**src/rtl/jtvigil_ba0_pkg.sv**
```systemverilog
// Shared types and defaults for the bank-0 ROM arbiter.
package jtvigil_ba0_pkg;

  localparam int unsigned BA_AW = 22;
  localparam int unsigned NSLOT = 3;

  typedef enum logic [1:0] {
    ST_IDLE = 2'd0,
    ST_REQ  = 2'd1,
    ST_WAIT = 2'd2
  } state_t;

  typedef enum logic [1:0] {
    ID_MAIN = 2'd0,
    ID_SND  = 2'd1,
    ID_PCM  = 2'd2
  } req_id_t;

  localparam logic [BA_AW-1:0] MAIN_OFFSET_DEF = 22'h00000;
  localparam logic [BA_AW-1:0] SND_OFFSET_DEF  = 22'h20000;
  localparam logic [BA_AW-1:0] PCM_OFFSET_DEF  = 22'h28000;

  // Round-robin successor: main -> snd -> pcm -> main.
  function automatic req_id_t next_id(input req_id_t id);
    case (id)
      ID_MAIN: next_id = ID_SND;
      ID_SND:  next_id = ID_PCM;
      default: next_id = ID_MAIN;
    endcase
  endfunction

endpackage

```
**src/rtl/jtvigil_ba0_slot.sv**
```systemverilog
// One-word read cache for a single byte-wide ROM requester.
module jtvigil_ba0_slot
  import jtvigil_ba0_pkg::*;
#(
  parameter int unsigned       AW     = 16,
  parameter logic [BA_AW-1:0]  OFFSET = '0
) (
  input  logic             clk,
  input  logic             rst,
  input  logic             downloading,
  input  logic             cs,
  input  logic [AW-1:0]    addr,
  input  logic             grant,
  input  logic             fill,
  input  logic [15:0]      fill_word,
  output logic             ok_c,
  output logic             miss_c,
  output logic [7:0]       data_c,
  output logic [BA_AW-1:0] word_addr_c
);

  localparam int unsigned TW = AW - 1;

  logic [TW-1:0] tag;
  logic [TW-1:0] pend_tag;
  logic [15:0]   word;
  logic          valid;
  logic [7:0]    last_byte;
  logic          hit;
  logic [7:0]    sel_byte;

  // Hit detection, byte select and the SDRAM word address for this slot.
  always_comb begin
    hit         = valid && (tag == addr[AW-1:1]);
    ok_c        = cs && hit;
    miss_c      = cs && !hit;
    sel_byte    = addr[0] ? word[15:8] : word[7:0];
    data_c      = ok_c ? sel_byte : last_byte;
    word_addr_c = BA_AW'(addr[AW-1:1]) + OFFSET;
  end

  // Cache storage: tag captured at grant, word/tag committed at fill.
  always_ff @(posedge clk or negedge rst) begin
    if (!rst) begin
      tag       <= '0;
      pend_tag  <= '0;
      word      <= '0;
      valid     <= 1'b0;
      last_byte <= '0;
    end else begin
      if (grant) pend_tag <= addr[AW-1:1];
      if (fill) begin
        word  <= fill_word;
        tag   <= pend_tag;
        valid <= !downloading;
      end else if (downloading) begin
        valid <= 1'b0;
      end
      if (ok_c) last_byte <= sel_byte;
    end
  end

endmodule

```
**src/rtl/jtvigil_ba0_arb.sv**
```systemverilog
// Round-robin sharing of SDRAM bank 0 between main, sound and PCM ROM readers.
module jtvigil_ba0_arb
  import jtvigil_ba0_pkg::*;
#(
  parameter int unsigned      MAIN_AW     = 18,
  parameter int unsigned      SND_AW      = 16,
  parameter int unsigned      PCM_AW      = 16,
  parameter logic [BA_AW-1:0] MAIN_OFFSET = MAIN_OFFSET_DEF,
  parameter logic [BA_AW-1:0] SND_OFFSET  = SND_OFFSET_DEF,
  parameter logic [BA_AW-1:0] PCM_OFFSET  = PCM_OFFSET_DEF
) (
  input  logic               clk,
  input  logic               rst,
  input  logic               downloading,
  input  logic               main_cs,
  input  logic [MAIN_AW-1:0] main_addr,
  output logic [7:0]         main_data,
  output logic               main_ok,
  input  logic               snd_cs,
  input  logic [SND_AW-1:0]  snd_addr,
  output logic [7:0]         snd_data,
  output logic               snd_ok,
  input  logic               pcm_cs,
  input  logic [PCM_AW-1:0]  pcm_addr,
  output logic [7:0]         pcm_data,
  output logic               pcm_ok,
  output logic [BA_AW-1:0]   ba0_addr,
  output logic               ba0_rd,
  input  logic               ba0_ack,
  input  logic               ba0_rdy,
  input  logic [15:0]        data_read
);

  state_t           state, state_d;
  req_id_t          ptr, ptr_d;
  req_id_t          gnt, gnt_d;
  logic             ba0_rd_d;
  logic [BA_AW-1:0] ba0_addr_d;

  logic [NSLOT-1:0] miss_c;
  logic [NSLOT-1:0] grant_c;
  logic [NSLOT-1:0] fill_c;
  logic [BA_AW-1:0] waddr_c [NSLOT];

  logic             found_c;
  req_id_t          pick_c;
  req_id_t          cand_c;

  jtvigil_ba0_slot #(.AW(MAIN_AW), .OFFSET(MAIN_OFFSET)) u_main (
    .clk(clk), .rst(rst), .downloading(downloading),
    .cs(main_cs), .addr(main_addr),
    .grant(grant_c[ID_MAIN]), .fill(fill_c[ID_MAIN]), .fill_word(data_read),
    .ok_c(main_ok), .miss_c(miss_c[ID_MAIN]), .data_c(main_data),
    .word_addr_c(waddr_c[ID_MAIN])
  );

  jtvigil_ba0_slot #(.AW(SND_AW), .OFFSET(SND_OFFSET)) u_snd (
    .clk(clk), .rst(rst), .downloading(downloading),
    .cs(snd_cs), .addr(snd_addr),
    .grant(grant_c[ID_SND]), .fill(fill_c[ID_SND]), .fill_word(data_read),
    .ok_c(snd_ok), .miss_c(miss_c[ID_SND]), .data_c(snd_data),
    .word_addr_c(waddr_c[ID_SND])
  );

  jtvigil_ba0_slot #(.AW(PCM_AW), .OFFSET(PCM_OFFSET)) u_pcm (
    .clk(clk), .rst(rst), .downloading(downloading),
    .cs(pcm_cs), .addr(pcm_addr),
    .grant(grant_c[ID_PCM]), .fill(fill_c[ID_PCM]), .fill_word(data_read),
    .ok_c(pcm_ok), .miss_c(miss_c[ID_PCM]), .data_c(pcm_data),
    .word_addr_c(waddr_c[ID_PCM])
  );

  // First missing slot at or after the round-robin pointer.
  always_comb begin
    found_c = 1'b0;
    pick_c  = ptr;
    cand_c  = ptr;
    for (int i = 0; i < int'(NSLOT); i++) begin
      if (!found_c && miss_c[cand_c]) begin
        found_c = 1'b1;
        pick_c  = cand_c;
      end
      cand_c = next_id(cand_c);
    end
  end

  // Next-state and handshake control; a started SDRAM read always runs to completion.
  always_comb begin
    state_d    = state;
    ptr_d      = ptr;
    gnt_d      = gnt;
    ba0_rd_d   = ba0_rd;
    ba0_addr_d = ba0_addr;
    grant_c    = '0;
    fill_c     = '0;
    case (state)
      ST_IDLE: begin
        if (!downloading && found_c) begin
          grant_c[pick_c] = 1'b1;
          gnt_d           = pick_c;
          ba0_addr_d      = waddr_c[pick_c];
          ba0_rd_d        = 1'b1;
          state_d         = ST_REQ;
        end
      end
      ST_REQ: begin
        if (ba0_ack) begin
          ba0_rd_d = 1'b0;
          state_d  = ST_WAIT;
        end
      end
      ST_WAIT: begin
        if (ba0_rdy) begin
          fill_c[gnt] = 1'b1;
          ptr_d       = next_id(gnt);
          state_d     = ST_IDLE;
        end
      end
      default: begin
        ba0_rd_d = 1'b0;
        state_d  = ST_IDLE;
      end
    endcase
  end

  // State, pointer and bank-0 request registers.
  always_ff @(posedge clk or negedge rst) begin
    if (!rst) begin
      state    <= ST_IDLE;
      ptr      <= ID_MAIN;
      gnt      <= ID_MAIN;
      ba0_rd   <= 1'b0;
      ba0_addr <= '0;
    end else begin
      state    <= state_d;
      ptr      <= ptr_d;
      gnt      <= gnt_d;
      ba0_rd   <= ba0_rd_d;
      ba0_addr <= ba0_addr_d;
    end
  end

endmodule

```
**config.mk**
```make
export PLATFORM = sky130hd
export DESIGN_NAME = jtvigil_ba0_arb
export DESIGN_NICKNAME = d
export VERILOG_FILES = /design/src/rtl/jtvigil_ba0_pkg.sv /design/src/rtl/jtvigil_ba0_slot.sv /design/src/rtl/jtvigil_ba0_arb.sv
export SDC_FILE = /design/constraint.sdc
export NUM_CORES = 1
export LEC_CHECK = 0
export ABC_CLOCK_PERIOD_IN_PS = 8210
export CAP_MARGIN = 20
export CORE_UTILIZATION = 40
export DETAILED_ROUTE_END_ITERATION = 10
export SLEW_MARGIN = 10
export SYNTH_ARGS = -nofsm -noshare
export SYNTH_HDL_FRONTEND = slang
export SYNTH_SLANG_ARGS = --single-unit
```
**constraint.sdc**
```tcl
create_clock -name clk -period 8.21 [get_ports clk]
set_clock_uncertainty 0.15 [all_clocks]
set_input_delay 1.642 -clock clk [delete_from_list [all_inputs] [get_ports clk]]
set_output_delay 1.642 -clock clk [all_outputs]
set_load 0.02 [all_outputs]
```
==> insert_results.sql <==
INSERT INTO impl_metrics (metric_group, metric, value, unit) VALUES
('worst_setup_path', 'worstSetupEndpointType', 'primary output', ''),
('yosys', 'list_of_most_frequent_post_synthesis_cells', '194 x dfrtp_1, 112 x mux2_2, 54 x nand2_1', ''),
('floorplanning', 'die_w', '149', 'um'),
('run_status', 'run_status', 'finished clean', ''),
('clock_tree', 'post-cts-setup-buffer-count', '0', ''),
('worst_setup_path', 'startpoint_type', 'input pin', ''),
('yosys', 'yosysUniqueCellTypes', '44', ''),
('timing', 'rsz0062_at_grt', 'no', ''),
('worst_setup_path', 'r2r-end', 'u_main.pend_tag[1]', ''),
('clock_tree', 'postCtsHoldBufs', '0', ''),
('timing', 'worst_slew_margin_rel', '0.466', ''),
('floorplanning', 'core', '21200', 'sq um'),
('power', 'cellPowerDensity', '319', 'nW/um^2'),
('yosys', 'postSynthRegisterBits', '194', ''),
('flow_run', 'max-cap-violations', '0', ''),
('floorplanning', 'fp.dieH', '149', 'um'),
('floorplanning', 'design.portCount', '124', ''),
('drt', 'viasPerCell', '5.03', ''),
('clock_tree', 'clk_pin_slew', '0.07', 'ns'),
('yosys', 'synth.cell_area', '8660', 'sq um'),
('hold_path', 'holdCritStartpoint', 'u_pcm.last_byte[6]', ''),
('cells_and_area', 'drive_gt1_frac', '0.258', ''),
('timing', 'setup_viol', '0', ''),
('clock_tree', 'cts_resized', '0', ''),
('clock_tree', 'tritoncts', 'yes', ''),
('power', 'post-layout-total-power', '0.00340', 'W'),
('cells_and_area', 'finish.net_count', '829', ''),
('cells_and_area', 'fillers', '1812', ''),
('yosys', 'postSynthAreaPerCell', '13.6', 'sq um'),
('hold_path', 'worstHoldPathType', 'reg2reg', ''),
('yosys', 'synth_top_cell_by_area', 'dfrtp_1', ''),
('floorplanning', 'die_footprint', '22200', 'sq um'),
('drt', 'total_number_of_vias', '5241', ''),
('cells_and_area', 'multi_input_area', '3570', 'sq um'),
('timing', 'timing_worst_slew_pin_value', '0.801', 'ns'),
('yosys', 'async_set_or_reset_flop_fraction_in_the_synthesized_netlist', '1.00', ''),
('global_routing', 'grtUsageTotal', '0.191', ''),
('placement', 'gp_routability_congestion', '0.811', ''),
('power', 'peakVddDrop', '175', 'uV'),
('yosys', 'post-synth-top-count-cell', 'dfrtp_1', ''),
('power', 'static-leakage-power', '4.82', 'nW'),
('worst_setup_path', 'worst_r2r_startpoint', 'u_main.tag[6]', ''),
('yosys', 'syn_inst', '637', ''),
('drt', 'detail_route.drc_violations', '0', ''),
('drt', 'drt_pass1_iterations', '4', ''),
('clock_tree', 'cts_buffers', '17', ''),
('global_routing', 'grt_overflow_total', '0', ''),
('yosys', 'seq_total_area_yosys', '0.561', ''),
('yosys', 'synthFlopType', 'dfrtp_1', ''),
('yosys', 'yosysWarningCount', '0', ''),
('worst_setup_path', 'arrival', '4.67', 'ns'),
('yosys', 'synth.top_cells.by_area', 'dfrtp_1 56%, mux2_2 15%, mux2_4 5.2%', ''),
('placement', 'port_buffers', '119', ''),
('placement', 'dpl.hpwl', '14200', 'um'),
('drt', 'antenna_violating_nets_post_route', '0', ''),
('timing', 'period_minus_slack', '6.46', 'ns'),
('timing', 'fmaxAchievable', '155', 'MHz'),
('clock_tree', 'insertion_delay', '0.43', 'ns'),
('drt', 'first_iter_violations', '211', ''),
('floorplanning', 'start_util', '0.409', ''),
('global_routing', 'pin_count_of_the_biggest_net_entering_global_routing', '133', ''),
('clock_tree', 'clock-sinks', '194', ''),
('yosys', 'yosysTopAreaCellShare', '0.561', ''),
('worst_setup_path', 'critical_path.max_fanout', '17', ''),
('clock_tree', 'cts-htree-levels', '4', ''),
('global_routing', 'grt_antenna_before_repair', '1', ''),
('global_routing', 'global_route_wire_length_before_repair', '31700', 'um'),
('drt', 'detail_route.wl_per_cell', '19.0', 'um'),
('timing', 'setup_total_negative_slack', '0', 'ns'),
('worst_setup_path', 'timing.reg2reg.setup_slack', '4.79', 'ns'),
('hold_path', 'whs_endpoint', 'u_pcm.last_byte[6]', '');
[how the worst max path moves through the flow]
stage,depth (start not counted),slack (ns),to,startpoint
after floorplan,6,3.17,pcm_data[2],pcm_addr[13]
after global placement,7,1.85,main_data[7],main_addr[7]
after detailed placement,7,1.74,main_data[4],main_addr[7]
after CTS,7,1.75,main_data[6],main_addr[7]
after global routing,7,1.53,main_data[3],main_addr[7]
final,7,1.75,main_data[6],main_addr[7]
[power by group]
group	total (W)	switching, W	internal, W
clock	0.000824	0.000371	0.000453
sequential	0.00155	0.000220	0.00133
combinational	0.00103	0.000449	0.000580
[placed cells by master, fill, tap and decap left out, types with 2 or more instances in the layout]
cell type | netlist | layout
nor2b_1 | 3 | 3
clkinvlp_4 | 0 | 3
conb_1 | 1 | 4
mux2_2 | 112 | 112
nor2_1 | 7 | 7
nand2_8 | 3 | 3
o211ai_1 | 15 | 15
nor3_1 | 3 | 2
bufinv_16 | 0 | 2
nand2b_1 | 2 | 2
clkinv_2 | 0 | 3
o21ai_0 | 29 | 29
dfrtp_1 | 194 | 194
mux2_4 | 30 | 30
xor2_1 | 19 | 19
a21oi_1 | 3 | 3
buf_4 | 5 | 6
nand4_1 | 8 | 8
mux2i_1 | 39 | 39
ha_1 | 3 | 3
clkdlybuf4s50_1 | 0 | 118
nand2_1 | 54 | 54
nor4_2 | 4 | 4
inv_6 | 0 | 4
clkbuf_16 | 0 | 17
inv_1 | 11 | 11
xnor2_1 | 28 | 28
nand3_1 | 17 | 17
[state kept, by name (all words and copies together) (netlist names), 8 cells and up]
signal,cells
u_pcm.tag,15
u_main.last_byte,8
u_pcm.last_byte,8
u_snd.pend_tag,15
u_main.pend_tag,17
u_snd.word,16
u_pcm.pend_tag,15
u_snd.last_byte,8
u_snd.tag,15
u_main.word,16
u_main.tag,17
u_pcm.word,16
ba0_addr,18
[logic make-up after synthesis]
group / count (synthesis) / synth area share
multiplexers: 181 / 0.243
buffers and inverters: 44 / 0.0305
AO/OA/AOI/OAI: 59 / 0.0462
other: 1 / 0.000433
XOR/XNOR: 47 / 0.0475
adder cells (fa/ha/maj): 3 / 0.00434
AND/OR/NAND/NOR: 108 / 0.0676
flip-flops: 194 / 0.561
[per-stage QoR]
| step | hold WS, ns | area (sq um) | std cells | util | worst slack, ns |
|---|---|---|---|---|---|
| floorplan | 0.308 | 8670 | 640 | - | 3.17 |
| global placement | 0.324 | 10000 | 1007 | 0.475 | 1.85 |
| detailed placement | 0.334 | 10000 | 1007 | 0.475 | 1.74 |
| CTS | 0.351 | 10600 | 1039 | 0.503 | 1.75 |
| global route | 0.365 | 10700 | 1040 | 0.504 | 1.53 |
| finish | 0.346 | 10700 | 1041 | 0.504 | 1.75 |
[final cells by class]
class,instances,area share
antenna,1,0.000235
clock buffer,18,0.0403
clock inverter,14,0.0143
inverter,11,0.00387
multi-input combinational,402,0.335
sequential,194,0.455
tap,275,0.0323
timing repair buffer,126,0.119
[worst max-delay path: stages]
cell and delay (ns):
clkdlybuf4s50_1 0.48, xor2_1 0.19, nor4_1 0.60, and3_1 0.30, nand3_1 0.40, o21ai_0 0.39
clkdlybuf4s50_1 0.66
[routing by layer]
layer  share of wire  global-route usage  vias to the layer above  routed length (um)
met5               0                   0                        -                   0
met4           0.019              0.0551                        0                 371
met3           0.046              0.0489                       20                 905
met2            0.49               0.319                      124                9750
met1            0.44               0.243                     2640                8750
li1                -                   -                     2457                   -
No activity file was read; power rests on OpenSTA's default activity.
